<file path="src/rtl/alu_pkg.sv">
// alu_pkg: op and state encodings shared by seq_alu and the decoder.
//   ALU_* : 4-bit op select values
//   state_t : handshake FSM states
//   RSVD_FILL : fill bit for the result of reserved ops
//   is_iter() : true for the multi-cycle MUL/MULHU/DIVU/REMU group
package alu_pkg;

    localparam logic [3:0] ALU_AND   = 4'b0000;
    localparam logic [3:0] ALU_OR    = 4'b0001;
    localparam logic [3:0] ALU_ADD   = 4'b0010;
    localparam logic [3:0] ALU_XOR   = 4'b0011;
    localparam logic [3:0] ALU_SLL   = 4'b0100;
    localparam logic [3:0] ALU_SRL   = 4'b0101;
    localparam logic [3:0] ALU_SRA   = 4'b0110;
    localparam logic [3:0] ALU_SUB   = 4'b0111;
    localparam logic [3:0] ALU_SLT   = 4'b1000;
    localparam logic [3:0] ALU_SLTU  = 4'b1001;
    localparam logic [3:0] ALU_MUL   = 4'b1010;
    localparam logic [3:0] ALU_MULHU = 4'b1011;
    localparam logic [3:0] ALU_DIVU  = 4'b1100;
    localparam logic [3:0] ALU_REMU  = 4'b1101;

    // Reserved ops (1110/1111) return a result filled with this bit.
    localparam logic RSVD_FILL = 1'b0;

    typedef enum logic [1:0] {
        ST_IDLE = 2'd0,
        ST_BUSY = 2'd1,
        ST_DONE = 2'd2
    } state_t;

    function automatic logic is_iter(input logic [3:0] op);
        return (op == ALU_MUL) || (op == ALU_MULHU) ||
               (op == ALU_DIVU) || (op == ALU_REMU);
    endfunction

endpackage

</file>
<file path="src/rtl/seq_muldiv_core.sv">
// seq_muldiv_core: bit-serial unsigned multiply / restoring divide.
//   i_start  : load operands and begin WIDTH iterations
//   i_is_div : 1 = divide, 0 = multiply (latched at start)
//   i_flush  : abandon the current iteration sequence
//   o_done   : high during the last iteration cycle
//   o_lo/o_hi: post-step accumulator halves, valid with o_done
//              (mul: product low/high, div: quotient/remainder)
module seq_muldiv_core
    import alu_pkg::*;
#(
    parameter int WIDTH = 32
) (
    input  logic             clk,
    input  logic             rst_n,
    input  logic             i_flush,
    input  logic             i_start,
    input  logic             i_is_div,
    input  logic [WIDTH-1:0] i_a,
    input  logic [WIDTH-1:0] i_b,
    output logic             o_done,
    output logic [WIDTH-1:0] o_lo,
    output logic [WIDTH-1:0] o_hi
);

    localparam int CW = $clog2(WIDTH);

    logic [CW-1:0]      r_cnt;
    logic               r_busy;
    logic               r_div;
    logic [WIDTH-1:0]   r_b;
    logic [2*WIDTH-1:0] r_acc;
    logic [2*WIDTH-1:0] w_acc_nx;
    logic [WIDTH:0]     w_sum;
    logic [WIDTH:0]     w_rem;
    logic [WIDTH:0]     w_diff;

    always_comb begin
        // Multiply: add B into the upper half when the current multiplier
        // bit is set, then shift right; the carry lands in the top bit.
        w_sum  = {1'b0, r_acc[2*WIDTH-1:WIDTH]} + (r_acc[0] ? {1'b0, r_b} : '0);
        // Divide: remainder shifted left with the next dividend bit.
        w_rem  = r_acc[2*WIDTH-1:WIDTH-1];
        w_diff = w_rem - {1'b0, r_b};
        if (r_div) begin
            if (w_rem >= {1'b0, r_b})
                w_acc_nx = {w_diff[WIDTH-1:0], r_acc[WIDTH-2:0], 1'b1};
            else
                w_acc_nx = {w_rem[WIDTH-1:0], r_acc[WIDTH-2:0], 1'b0};
        end else begin
            w_acc_nx = {w_sum, r_acc[WIDTH-1:1]};
        end
    end

    assign o_done = r_busy && (r_cnt == '0);
    assign o_lo   = w_acc_nx[WIDTH-1:0];
    assign o_hi   = w_acc_nx[2*WIDTH-1:WIDTH];

    always_ff @(posedge clk or negedge rst_n) begin
        if (!rst_n) begin
            r_busy <= 1'b0;
            r_div  <= 1'b0;
            r_cnt  <= '0;
            r_b    <= '0;
            r_acc  <= '0;
        end else if (i_flush) begin
            r_busy <= 1'b0;
        end else if (i_start) begin
            r_busy <= 1'b1;
            r_div  <= i_is_div;
            r_cnt  <= CW'(WIDTH - 1);
            r_b    <= i_b;
            r_acc  <= {{WIDTH{1'b0}}, i_a};
        end else if (r_busy) begin
            r_acc <= w_acc_nx;
            r_cnt <= r_cnt - 1'b1;
            if (r_cnt == '0)
                r_busy <= 1'b0;
        end
    end

endmodule

</file>
<file path="src/rtl/seq_alu.sv">
// seq_alu: registered RV32 ALU with iterative MUL/MULHU/DIVU/REMU.
//   in_valid/in_ready  : op + operand handshake (accept only in IDLE)
//   out_valid/out_ready: result handshake, result/zero held in DONE
//   flush              : synchronous abort back to IDLE
//   result, zero       : registered result and (in1 == in2) of accepted op
//   busy               : iterative op in progress
module seq_alu
    import alu_pkg::*;
#(
    parameter int WIDTH = 32,
    parameter int SHW   = $clog2(WIDTH)
) (
    input  logic             clk,
    input  logic             rst_n,
    input  logic             flush,
    input  logic             in_valid,
    output logic             in_ready,
    input  logic [3:0]       op,
    input  logic [WIDTH-1:0] in1,
    input  logic [WIDTH-1:0] in2,
    output logic             out_valid,
    input  logic             out_ready,
    output logic [WIDTH-1:0] result,
    output logic             zero,
    output logic             busy
);

    state_t           r_state;
    state_t           w_state_nx;
    logic [3:0]       r_op;
    logic [WIDTH-1:0] r_result;
    logic             r_zero;
    logic [WIDTH-1:0] w_single;
    logic             w_accept;
    logic             w_iter;
    logic             w_core_done;
    logic [WIDTH-1:0] w_core_lo;
    logic [WIDTH-1:0] w_core_hi;

    // flush outranks accept, so a flushed cycle never starts an op.
    assign w_accept = in_valid && (r_state == ST_IDLE) && !flush;
    assign w_iter   = is_iter(op);

    always_comb begin
        w_single = {WIDTH{RSVD_FILL}};
        case (op)
            ALU_AND:  w_single = in1 & in2;
            ALU_OR:   w_single = in1 | in2;
            ALU_ADD:  w_single = in1 + in2;
            ALU_XOR:  w_single = in1 ^ in2;
            ALU_SLL:  w_single = in1 << in2[SHW-1:0];
            ALU_SRL:  w_single = in1 >> in2[SHW-1:0];
            ALU_SRA:  w_single = WIDTH'($signed(in1) >>> in2[SHW-1:0]);
            ALU_SUB:  w_single = in1 - in2;
            ALU_SLT:  w_single = {{(WIDTH-1){1'b0}}, $signed(in1) < $signed(in2)};
            ALU_SLTU: w_single = {{(WIDTH-1){1'b0}}, in1 < in2};
            default:  w_single = {WIDTH{RSVD_FILL}};
        endcase
    end

    seq_muldiv_core #(.WIDTH(WIDTH)) u_core (
        .clk      (clk),
        .rst_n    (rst_n),
        .i_flush  (flush),
        .i_start  (w_accept && w_iter),
        .i_is_div ((op == ALU_DIVU) || (op == ALU_REMU)),
        .i_a      (in1),
        .i_b      (in2),
        .o_done   (w_core_done),
        .o_lo     (w_core_lo),
        .o_hi     (w_core_hi)
    );

    always_comb begin
        w_state_nx = r_state;
        case (r_state)
            ST_IDLE: if (w_accept) w_state_nx = w_iter ? ST_BUSY : ST_DONE;
            ST_BUSY: if (w_core_done) w_state_nx = ST_DONE;
            ST_DONE: if (out_ready) w_state_nx = ST_IDLE;
            default: w_state_nx = ST_IDLE;
        endcase
        if (flush)
            w_state_nx = ST_IDLE;
    end

    always_ff @(posedge clk or negedge rst_n) begin
        if (!rst_n) begin
            r_state  <= ST_IDLE;
            r_op     <= ALU_AND;
            r_result <= '0;
            r_zero   <= 1'b0;
        end else begin
            r_state <= w_state_nx;
            if (w_accept) begin
                r_op   <= op;
                r_zero <= (in1 == in2);
                if (!w_iter)
                    r_result <= w_single;
            end else if (!flush && (r_state == ST_BUSY) && w_core_done) begin
                // MUL and DIVU take the low half (product low / quotient).
                r_result <= ((r_op == ALU_MUL) || (r_op == ALU_DIVU)) ? w_core_lo : w_core_hi;
            end
        end
    end

    assign in_ready  = (r_state == ST_IDLE);
    assign out_valid = (r_state == ST_DONE);
    assign busy      = (r_state == ST_BUSY);
    assign result    = r_result;
    assign zero      = r_zero;

endmodule
</file>
<file path="config.mk">
export PLATFORM = sky130hd
export DESIGN_NAME = seq_alu
export DESIGN_NICKNAME = d
export VERILOG_FILES = /design/src/rtl/alu_pkg.sv /design/src/rtl/seq_muldiv_core.sv /design/src/rtl/seq_alu.sv
export SDC_FILE = /design/constraint.sdc
export NUM_CORES = 1
export LEC_CHECK = 0
export CAP_MARGIN = 40
export CORE_UTILIZATION = 50
export CTS_BUF_LIST = sky130_fd_sc_hd__clkbuf_8
export CTS_CLUSTER_DIAMETER = 200
export CTS_CLUSTER_SIZE = 8
export DETAILED_ROUTE_END_ITERATION = 8
export DONT_BUFFER_PORTS = 1
export GPL_ROUTABILITY_DRIVEN = 0
export SYNTH_ARGS = -nofsm -noshare
export SYNTH_HDL_FRONTEND = slang
export SYNTH_HIERARCHICAL = 1
export SYNTH_SLANG_ARGS = --single-unit
</file>
<file path="constraint.sdc">
create_clock -name clk -period 10.05 [get_ports clk]
set_input_delay 2.01 -clock clk [delete_from_list [all_inputs] [get_ports clk]]
set_output_delay 2.01 -clock clk [all_outputs]
set_load 0.005 [all_outputs]
</file>
**Word-level counts from Yosys, hierarchy flattened**

Index checks and enable logic that the tools add are counted.

- Shift operators: 3
- Add/subtract/negate cells: 5
- Bitwise operators: 4
- Eq/ne operators: 22
- Magnitude comparators: 3
- Reduce and logical (&&, ||, !) cells: 21
- Mux-type cells: 22

Operators with widths:

| cell | number |
|---|---|
| 32-bit case mux with 10 select lines | 1 |
| 64-bit two-way mux | 4 |
| 32-bit two-way mux | 5 |
| 32-bit less-than comparator | 2 |
| 32-bit subtractor | 2 |
| 32-bit by 32-bit adder with 33-bit output | 1 |
| 33-bit by 32-bit greater-or-equal comparator with 1-bit output | 1 |
| 32-bit adder | 1 |
| 32-bit bitwise AND | 1 |
| 32-bit == test | 1 |
| 4-bit == test, second input constant | 8 |
| 32-bit OR | 1 |
| 32-bit by 5-bit left shift with 32-bit output | 1 |
| 32-bit by 5-bit right shift with 32-bit output | 1 |
| 32-bit by 5-bit >>> shifter with 32-bit output | 1 |
| 32-bit XOR | 1 |
| 4-bit by 3-bit == test with 1-bit output, second input constant | 4 |
| 2-bit two-way mux | 5 |
| 5-bit two-way mux | 2 |
| 3-bit by 2-bit != test with 1-bit output, second input constant | 3 |
| 4-bit by 2-bit == test with 1-bit output, second input constant | 2 |
| 1-bit logical AND | 6 |
| 2-bit case mux with 3 select lines | 1 |
| 2-bit AND reduction | 3 |
| 14 further kinds | 22 |

- Output and inout bits: 36
- Input bits: 73
- Flip-flop bits (word level): 142
- Logic and storage cells: 89

**Logic depth before layout (Yosys ltp)**

- Depth in word-level cells: 8
- Mapped depth: 20

**Modules after synthesis**

Netlist, hierarchy kept.

By module, submodules not included:

| module | seq. area each (um2) | cells each | area each (um2) | times used |
|---|---|---|---|---|
| seq_alu | 975.9 | 1589 | 11369.7 | 1 |
| seq_muldiv_core | 2577.5 | 1069 | 8916.1 | 1 |

**Worst setup path before layout**

Ideal clock, no wire load.

- Path type: input to register
- Start: input port in2[3]
- End: register r_result[30], in the netlist result[30]
- Slack: 4679 ps
- Data arrival time: 5245 ps
- Path buffers: 4
- Setup time: 126 ps
- Required time: 9924 ps
- Stages: 15
- Path through: inv_1 > clkbuf_1 > clkbuf_1 > clkbuf_1 > ha_1 > clkbuf_1 > nand2b_1 > o211ai_2 > a31oi_1 > a211oi_2 > o31ai_2 > o311ai_1 > nand2b_1 > a221o_1 > a221o_1

- Cells in the longest elaborated chain, start to end: 4
- Elaborated cells between the ends (all ways): 8
- Classes of those cells: add/sub: 2; shift: 3; mux: 3

RTL lines:

| what | RTL line | source |
|---|---|---|
| start: declaration | seq_alu.sv:20 | `input logic [WIDTH-1:0] in2,` |
| 32-bit subtractor (tied with other cells) | seq_alu.sv:54 | `ALU_SUB: w_single = in1 - in2;` |
| 32-bit case mux with 10 select lines (*) | seq_alu.sv:46 | `case (op)` |
| 32-bit two-way mux (*) | seq_alu.sv:97 | `if (!w_iter)` |
| 32-bit two-way mux (*) | seq_alu.sv:94 | `if (w_accept) begin` |
| end signal: assignment | seq_alu.sv:98 | `r_result <= w_single;` |
| end signal: assignment | seq_alu.sv:101 | `r_result <= ((r_op == ALU_MUL) \|\| (r_op == ALU_DIVU)) ? w_core_lo : w_core_hi;` |
| end: declaration | seq_alu.sv:31 | `logic [WIDTH-1:0] r_result;` |

Mark *: on every way between the ends. The rest lies on a longest branch, timed or not. The select of a mux whose other input is x is not followed.
A chain may end at the register's enable or synchronous reset.

**Final worst setup path**

- Start: register u_core.r_acc[0]
- End: register r_result[27], in the netlist result[27]

- Cells in the longest elaborated chain, start to end: 6

RTL lines:

| what | RTL line | source |
|---|---|---|
| start: declaration | seq_muldiv_core.sv:31 | `logic [2*WIDTH-1:0] r_acc;` |
| start signal: assignment | seq_muldiv_core.sv:72 | `r_acc <= {{WIDTH{1'b0}}, i_a};` |
| start signal: assignment | seq_muldiv_core.sv:74 | `r_acc <= w_acc_nx;` |
| 32-bit two-way mux | seq_muldiv_core.sv:40 | `w_sum = {1'b0, r_acc[2*WIDTH-1:WIDTH]} + (r_acc[0] ? {1'b0, r_b} : '0);` |
| 32-bit by 32-bit adder with 33-bit output | seq_muldiv_core.sv:40 |  |
| 64-bit two-way mux | seq_muldiv_core.sv:44 | `if (r_div) begin` |
| via w_core_hi[27] | seq_alu.sv:38 | `logic [WIDTH-1:0] w_core_hi;` |
| 32-bit two-way mux | seq_alu.sv:101 |  |
| 32-bit two-way mux | seq_alu.sv:99 | `end else if (!flush && (r_state == ST_BUSY) && w_core_done) begin` |
| 32-bit two-way mux | seq_alu.sv:94 |  |

The timed path passes the listed nets, and every way through them passes these cells. The select of a mux whose other input is x is not followed.

==> key figures <==
Setup path
  – Required arrival time at the worst endpoint: 10.43 ns
  – Buffering stage count on the worst path with inverters included: 0
  – Arrival @ worst endpoint: 5.69 ns
  – CP delay by family, top: compound AO/OA/AOI/OAI gates
  – Stage delay of the slowest cell on the critical path: 0.66 ns
  – Worst reg-to-reg setup slack: 4.74 ns
  – Cell with the most instances on the worst path: sky130_fd_sc_hd__o21ai_0
  – Worst Setup Path Type: register to register
  – Worst path cell trace: and2_1 -> ha_1 -> fa_1 -> a21o_1 -> a21boi_1 -> o21ai_1 -> o211ai_1 -> a31oi_1 -> o41ai_2 -> xor2_1 -> o21ai_0 -> mux2i_1 -> o21ai_0 -> or4_1 -> a2111oi_0 -> nor3_1
  – Crit end category: register
  – Worst-case reg-to-reg path depth: 16
  – CP max-delay cell: sky130_fd_sc_hd__or4_1
  – Setup crit start kind: register
  – Biggest fanout along the worst timing path: 12
  – Launch instance of the worst register-to-register path: u_core/r_acc[0]$_DFFE_PN0P_
  – Terminus of the critical flop-to-flop path: result[27]$_DFFE_PN0P_

Timing
  – Worst clock skew on the final layout: 0.0259 ns
  – Slew at the pin closest to its max-slew limit: 0.882 ns
  – Max transition margin: approximately two fifths
  – Fin crit period: about 5.3 ns
  – Maximum operating frequency: between 0.15 and 0.2 GHz
  – Final worst path period share: 52.8%
  – Hold WS: 0.485 ns
  – Unrepaired setup endpoints after global routing: false
  – Number of hold-slack violations in the final timing report: 0
  – Setup violations, final: 0
  – Setup TNS after final layout: 0 ns
  – Slew Viols, Final: 0

CTS
  – Largest buffer count on any clock path: 2
  – Number of buffers created by CTS: 17
  – Clock Sink Count: roughly 140
  – Clk pin slew, worst setup/hold paths: 0.10 ns
  – Number of gates resized after cts: 0
  – Insertion delay to the later sink of the worst-skew pair: 0.52 ns
  – Max H-tree Level: 4
  – Total setup buffers inserted after CTS: 0
  – Total of hold buffers inserted after clock tree synthesis: 0
  – TritonCTS clock tree: done
  – Buffer cell driving the clock tree root: sky130_fd_sc_hd__clkbuf_8

Status
  – Result of the run: complete, no violations

Power and ir drop
  – Gate power share: 59.9%
  – Total power consumption of the routed design: roughly 3900 uW
  – Peak supply drop: 0.103 mV
  – Switch share: 49.3%
  – Relative contribution of sequential cells to total power: 25.3%
  – Total leakage power: slightly above 0.009 uW
  – Clock power share: 14.8%
  – Power density over cell area: 186 nW/um^2
  – Net switching power: between 1500 and 2000 uW
  – Cell internal power dissipation: 1970 uW

Synthesis
  – Netlist area before placement: 20300 sq um
  – Mapped Cells: 2658
  – Distinct cell type count of the synthesized netlist: 112
  – Most used DFF post-synth: sky130_fd_sc_hd__dfrtp_1
  – Part of the Yosys area used for sequential elements: 17.5%
  – Synthesized area per cell: 7.63 sq um
  – Mapped Nets: 2901
  – Warning count from the yosys run: 6
  – Async set-reset flop share out of synthesis: 100%
  – Number of storage elements in the synthesis netlist: 142
  – Number of enable-type register cells in the synthesized netlist: 0

Place
  – Number of placed instances, taps included: 3029
  – Detailed-placement wirelength estimate: about 61000 um
  – Number of input and output port buffers inserted: 0
  – Area after detailed placement: between 20000 and 25000 sq um

Floorplanning
  – I/O pin count: 109
  – Horiz. Die Dim: 203 um
  – Row count: between 70 and 80
  – Core region area: ~40000 sq um
  – Total die area: 41400 sq um
  – Overall die height: slightly above 200 um
  – Effective utilization at floorplan: 50.8%

Drt
  – DRC: 0
  – DRC violation total after the first TritonRoute iteration: roughly 2800
  – Routed wire length per instance: ~27 um
  – DRT antenna net count: 0
  – Ratio of routed vias to standard cells: 7.02
  – Number of iterations in the first detailed-routing pass: 8
  – Total detailed-routing wirelength: 83100 um
  – Routed via count: between 20000 and 25000

Final layout
  – Nets: approximately 2800
  – Diode count: 0
  – Most used cells in the layout excluding fill and tap cells: 253 x sky130_fd_sc_hd__nand2_1, 216 x sky130_fd_sc_hd__nor2_1, 213 x sky130_fd_sc_hd__a21oi_1, 169 x sky130_fd_sc_hd__inv_1, 167 x sky130_fd_sc_hd__o21ai_0
  – Filler cells: 3901
  – Final non-filler cell area: 20900 sq um
  – Leading cell type in the layout, fill and taps excluded: sky130_fd_sc_hd__nand2_1
  – Area overhead of the layout relative to synthesis: 2.81%
  – Fraction of final layout cells sized beyond drive strength 1: 8.24%
  – Number of standard cells in the final layout excluding fillers: approximately 3100

Global routing
  – Remaining global-route overflow: 0
  – First-pass GRT wire length: 125000 um
  – Total global routing track utilization: 39.6%
  – Antenna violations before repair: 1
  – Via count of the first global-routing pass: 20300
  – Largest net degree at the start of global routing: 143

Min path
  – Hold Path End: r_op[0]$_DFFE_PN0P_
  – Type of the tightest min-delay check: register to register
  – Worst min-delay path startpoint: r_op[0]$_DFFE_PN0P_
  – WHS Path Cells: 2

Job
  – Maximum Capacitance Violations: 0
cell families (layout without fill, tap and decap cells):
kind of cell               count (synthesis)  count (layout)  synth area share, %
muxes                                    214             214                 12.6
buffers and inverters                    359             237                 7.36
adders and majority gates                170             170                 10.6
xor gates and xnor gates                  69              69                 2.98
AOI/OAI and AO/OA                        910             910                 30.4
and+or+nand+nor                          794             794                 18.5
DFF                                      142             142                 17.5
synth_stat cells, drive strengths merged, types with 49 or more instances:
cell type  number  share of area [%]
nand3          49                1.2
nand2         255                4.7
mux2i         131                6.5
o21ai         206                5.2
buf            80                2.0
nor2          219                4.1
dfrtp         142                 18
ha            166                 10
a21oi         217                5.5
inv           172                3.2
nor3           59                1.5
mux2           55                3.1
clkbuf        105                2.1
metrics by stage:
step	util (%)	setup WS [ns]
CTS	52.2	4.89
global route	52.2	4.55
global placement	51.0	4.62
floorplan	-	4.68
detailed placement	51.1	4.56
finish	52.2	4.74
power groups by stage:
stage / sequential (uW) / clock [uW] / combinational [uW]
4_1_cts: 976 / 578 / 2270
6_report: 983 / 574 / 2330
3_5_place_dp: 988 / 0 / 2250
2_1_floorplan: 888 / 0 / 1790
3_3_place_gp: 983 / 0 / 2220
5_1_grt: 1000 / 602 / 2530
state kept, by name, indices dropped and copies added (netlist names):
signal         count
u_core/r_acc      64
result            32
u_core/r_b        32
u_core/r_cnt       5
r_op               4
r_state            2
u_core/r_busy      1
u_core/r_div       1
zero               1
routing by layer:
metal	global-route usage [%]	up-vias	part of all wire, %
met4	20.4	0	5.7
li1	-	9463	-
met5	0	-	0
met3	10.4	331	12
met1	51.3	10200	39
met2	60.4	1448	43
how the worst max path moves through the flow:
stage                                     start                      to  slack (ns)  depth (start not counted)
floorplan                                in2[3]  result[30]$_DFFE_PN0P_        4.68                         15
global placement                         in2[1]  result[25]$_DFFE_PN0P_        4.62                         11
detailed placement                       in2[1]  result[21]$_DFFE_PN0P_        4.56                         11
CTS                 u_core/r_acc[0]$_DFFE_PN0P_  result[27]$_DFFE_PN0P_        4.89                         16
global route        u_core/r_acc[0]$_DFFE_PN0P_  result[31]$_DFFE_PN0P_        4.55                         18
finish              u_core/r_acc[0]$_DFFE_PN0P_  result[27]$_DFFE_PN0P_        4.74                         16
layout make-up:
| cell class | count | area [sq um] | area share, % |
|---|---|---|---|
| multi-input cells | 2157 | 15300 | 73.3 |
| flip-flops and latches | 142 | 3550 | 17.0 |
| well taps | 525 | 657 | 3.15 |
| inverters | 174 | 653 | 3.13 |
| clock inverters | 15 | 235 | 1.13 |
| clock buffers | 17 | 234 | 1.12 |
| repair buffers | 31 | 230 | 1.10 |
tightest hold or removal path: cells and delay by family, from the launching register on:
kind	cells	cell delay (ns)
flip-flops	1	0.35
AND/OR/NAND/NOR	2	0.10
(Power assumes the default switching activity.)
